### src/rtl/data_mem_ws.sv
// data_mem_ws: wait-state single-port data RAM with byte enables.
// Optional: DATA_MEM_RANGE_CHK_EN flags out-of-range word addresses.
module data_mem_ws #(
  parameter int DATA_WIDTH  = 16,
  parameter int ADDR_WIDTH  = 8,
  parameter int WAIT_STATES = 2
) (
  input  logic                    clk,
  input  logic                    rst_n,
  input  logic                    req,
  input  logic                    we,
  input  logic [15:0]             addr,
  input  logic [DATA_WIDTH-1:0]   wdata,
  input  logic [DATA_WIDTH/8-1:0] be,
  output logic [DATA_WIDTH-1:0]   rdata,
  output logic                    ack,
  output logic                    err,
  output logic                    busy
);

  localparam int NB    = DATA_WIDTH / 8;
  localparam int DEPTH = 2 ** ADDR_WIDTH;

  typedef enum logic [1:0] {
    IDLE,
    WAIT,
    DONE
  } state_t;

  state_t                  state;
  logic [3:0]              cnt;
  logic                    we_q;
  logic [15:0]             addr_q;
  logic [DATA_WIDTH-1:0]   wdata_q;
  logic [NB-1:0]           be_q;
  logic [DATA_WIDTH-1:0]   mem [DEPTH];
  logic [ADDR_WIDTH-1:0]   idx;
  logic                    oor;
  logic                    fire;

  assign idx  = addr_q[ADDR_WIDTH-1:0];
  assign fire = (state == WAIT) && (cnt == 4'd0);

`ifdef DATA_MEM_RANGE_CHK_EN
  assign oor = (addr_q >> ADDR_WIDTH) != 16'd0;
`else
  logic unused_hi;
  assign oor       = 1'b0;
  assign unused_hi = ^(addr_q >> ADDR_WIDTH);
`endif

  // Handshake FSM; captures the request and commits reads/err at the access edge.
  always_ff @(posedge clk or negedge rst_n) begin
    if (!rst_n) begin
      state   <= IDLE;
      cnt     <= 4'd0;
      ack     <= 1'b0;
      busy    <= 1'b0;
      err     <= 1'b0;
      rdata   <= '0;
      we_q    <= 1'b0;
      addr_q  <= 16'd0;
      wdata_q <= '0;
      be_q    <= '0;
    end else begin
      unique case (state)
        IDLE, DONE: begin
          ack <= 1'b0;
          if (req) begin
            state   <= WAIT;
            busy    <= 1'b1;
            cnt     <= 4'(WAIT_STATES);
            we_q    <= we;
            addr_q  <= addr;
            wdata_q <= wdata;
            be_q    <= be;
          end else begin
            state <= IDLE;
            busy  <= 1'b0;
          end
        end
        WAIT: begin
          if (cnt != 4'd0) begin
            cnt <= cnt - 4'd1;
          end else begin
            state <= DONE;
            busy  <= 1'b0;
            ack   <= 1'b1;
            err   <= oor;
            if (!we_q)
              rdata <= oor ? '0 : mem[idx];
          end
        end
        default: begin
          state <= IDLE;
          busy  <= 1'b0;
          ack   <= 1'b0;
        end
      endcase
    end
  end

  // RAM write port; only enabled bytes of an in-range word change.
  always_ff @(posedge clk) begin
    if (fire && we_q && !oor) begin
      for (int i = 0; i < NB; i++) begin
        if (be_q[i])
          mem[idx][8*i +: 8] <= wdata_q[8*i +: 8];
      end
    end
  end

endmodule

### config.mk
export PLATFORM = sky130hd
export DESIGN_NAME = data_mem_ws
export DESIGN_NICKNAME = d
export VERILOG_FILES = /design/src/rtl/data_mem_ws.sv
export SDC_FILE = /design/constraint.sdc
export NUM_CORES = 2
export LEC_CHECK = 0
export BUFFER_PORTS_ARGS = -buffer_cell sky130_fd_sc_hd__buf_4
export CAP_MARGIN = 20
export CORE_MARGIN = 3
export CORE_UTILIZATION = 39
export CTS_CLUSTER_DIAMETER = 80
export CTS_CLUSTER_SIZE = 16
export DETAILED_ROUTE_END_ITERATION = 8
export HOLD_SLACK_MARGIN = 0.02
export SLEW_MARGIN = 0
export SYNTH_ARGS = -nofsm -noshare
export SYNTH_HDL_FRONTEND = slang
export SYNTH_SLANG_ARGS = --single-unit
### constraint.sdc
create_clock -name clk -period 5.7 [get_ports clk]
set_input_delay 0.285 -clock clk [delete_from_list [all_inputs] [get_ports clk]]
set_output_delay 0.285 -clock clk [all_outputs]
set_load 0.01 [all_outputs]
==> results.yml <==
outcome:
  outcome: "finished clean"
yosys:
  synth.yosys.seq_area_share: 0.7743
  synth.distinct_cells: 62
  syn_inst: 7616
  synth-edff-count: 4096
  synthesis.area_mm2: 0.1605
  syn_nets: 7655
  yosys_warnings: 0
  synth_ff_type: "edfxtp_1"
  synth.avg_cell_area_um2: 21.07
  ys_ff_latch: 4147
  async_flop_share: 0.01230
detailed_routing:
  wl_per_cell_um: 31.69
  drc: 0
  first_iter_violations: 9162
  met1Wirelength_um: 168700
  via_per_inst: 5.818
  num_vias: 77956
  firstDrtPassIters: 6
  wl_met3_um: 33100
  dr.max_layer_used: "met4"
  ant_nets: 0
  wl_met2_um: 206200
  routed_wl_um: 424700
place:
  gp_congestion: 0.8391
  dp.cells: 12933
  dp_hpwl_um: 259300
  port_buffers: 47
  pre_cts_slack_ns: 1.066
pwr:
  ir_drop_mv: 0.3830
  leakagePower_nw: 54.02
  power.density_mw_per_mm2: 482.1
setup_path:
  worst-setup-path-type: "register to register"
  crit_path_end_kind: "register"
  crit_top_cell: "nor2_1"
  cpMaxStageDelayCell: "nor2_1"
  arrival_ns: 5.20
  cp.required_ns: 6.24
  startpoint_type: "register"
  worstPathMaxFanout: 16
  critPathMaxStageDelay_ns: 0.95
  path_cells: "inv_1 -> ha_1 -> or3b_1 -> nor2_1 -> nand3_1 -> nor2_1 -> nand2_1 -> nor2_1"
cells_and_area:
  mostFrequentLayoutCells: "edfxtp_1, mux4_2, nor2_1, mux2i_1, clkbuf_16"
  syn_to_final_growth_pct: 10.63
  fin_nets: 7912
  mostFrequentLayoutCell: "edfxtp_1"
  layout-drive-gt1-share: 0.2136
  final_core_util: 0.4350
  fin_cells: 13399
sta:
  slew_viol_final: 0
  setup_violations: 0
  rsz0062_at_grt: "no"
  slew_headroom: 0.1263
  fin_ws_ns: 1.045
  clock_skew_ns: 0.03496
  period_minus_slack_ns: 4.655
  tns_ns: 0
  tightest_slew_ns: 1.311
  finalHoldViolCount: 0
  min_period_over_period: 0.8166
  fmax_mhz: 214.8
global_route:
  grt_max_degree: 221
  overflow: 0
  grt_pass1_wl_um: 600500
  grtUsageTotal: 0.2002
  antenna_found_initial: 20
  grt_pass1_vias: 79206
worst_hold_path:
  hold_class: "primary input to register"
floorplan:
  die_x_um: 647.5
  die_height_um: 647.5
  rows: 234
  die-area_mm2: 0.4193
  coreArea_mm2: 0.4081
  io_pins: 57
  start_util: 0.3933
clock_tree:
  cts_buffers: 299
  cts.clk_slew.worst_paths_ns: 0.08
  cts_root_buf: "clkbuf_16"
  tritoncts: "built"
  h-tree-depth: 5
  clockBufferDepth: 4
  post_cts_buffers: 0
  clk_latency_ns: 0.93
  cts_sinks: 4147
flow_run:
  max-cap-violations: 0
[area by class of cell]
cell class	instances	area, µm²
Clock buffer	363	7871
Timing Repair Buffer	429	4235
Clock inverter	27	360.3
Inverter	5	23.77
Antenna cell	9	22.52
Sequential cell	4147	124400
Fill cell	34554	230600
Tap cell	5428	6792
Multi-Input combinational cell	2991	33900
[Yosys cell counts (28+ instances only)]
library cell  count  area share
a221oi_1         45      0.0025
nor4_1           35      0.0014
mux2i_1         432       0.027
a21oi_1          91      0.0028
edfxtp_1       4096        0.77
clkbuf_1        160      0.0037
buf_1            28     0.00065
mux4_2          923        0.13
dfrtp_1          51      0.0080
buf_2           167      0.0052
o22ai_1         116      0.0045
nand2_1         209      0.0049
a22oi_1         201      0.0094
a31oi_1          31      0.0012
buf_6            39      0.0027
buf_4            79      0.0037
o21ai_0          56      0.0017
nor2_1          606       0.014
nand3_1          53      0.0017
[what timing repair did]
item,CTS,global route
hold buffers,57,0
hold endpoints to repair,80,0
resized for setup,0,0
endpoints found under the setup margin,0,0
[stage by stage]
step / area, µm² / power (mW) / hold WS (ns)
floorplan: 160500 / 55.61 / -0.01059
global placement: 168500 / 65.91 / 0.1917
detailed placement: 168500 / 66.37 / 0.1926
CTS: 177300 / 85.97 / 0.1229
global route: 177500 / 88.29 / 0.1448
finish: 177600 / 85.60 / 0.1636
[cells by family after synthesis]
group           count (synthesis)  synth area share
other cells                     1        0.00002336
flops                        4147            0.7743
mux                          1358            0.1567
buf+inv                       478           0.01615
compound gates                637           0.02701
fa+ha+maj                       1        0.00007794
xor+xnor                        2         0.0001092
simple gates                  992           0.02567
[registers in the layout (all words and copies together), names as in the netlist]
register	cells
ack	1
state	2
busy	1
we_q	1
mem	4096
cnt	4
be_q	2
addr_q	8
rdata	16
wdata_q	16
[metal layers]
metal,global-route usage,vias to the layer above
met4,0.07033,0
met3,0.03430,630
met5,0,-
li1,-,31946
met2,0.3271,3377
met1,0.2719,42003
[final timing paths]
path / start / to / slack [ns] / cells after the start
worst max-delay path: cnt[0]$_DFFE_PN0P_ / mem[76][3]$_DFFE_PP_ / 1.05 / 8
worst min-delay path: addr[4] / addr_q[4]$_DFFE_PN0N_ / 0.16 / 4
worst max register to register: cnt[0]$_DFFE_PN0P_ / mem[76][3]$_DFFE_PP_ / 1.05 / 8
worst min register to register: busy$_DFFE_PN0P_ / busy$_DFFE_PN0P_ / 0.49 / 2
max in group asynchronous: rst_n / wdata_q[7]$_DFFE_PN0N_ / 3.73 / 4
min in group asynchronous: rst_n / wdata_q[0]$_DFFE_PN0N_ / 0.55 / 4
[critical path, delay by kind of cell, from the launching register on]
family | cells | cell delay [ns]
adders and majority gates | 1 | 0.16
buffers and inverters | 1 | 0.07
DFF | 1 | 0.41
and+or+nand+nor | 6 | 3.62
[report_power, final]
part	internal, mW	switching, mW
logic	9.29	17.2
registers	37.9	1.38
clock network	9.77	10.1
total	56.9	28.7
Note: power is estimated with default switching activity, not from simulation.
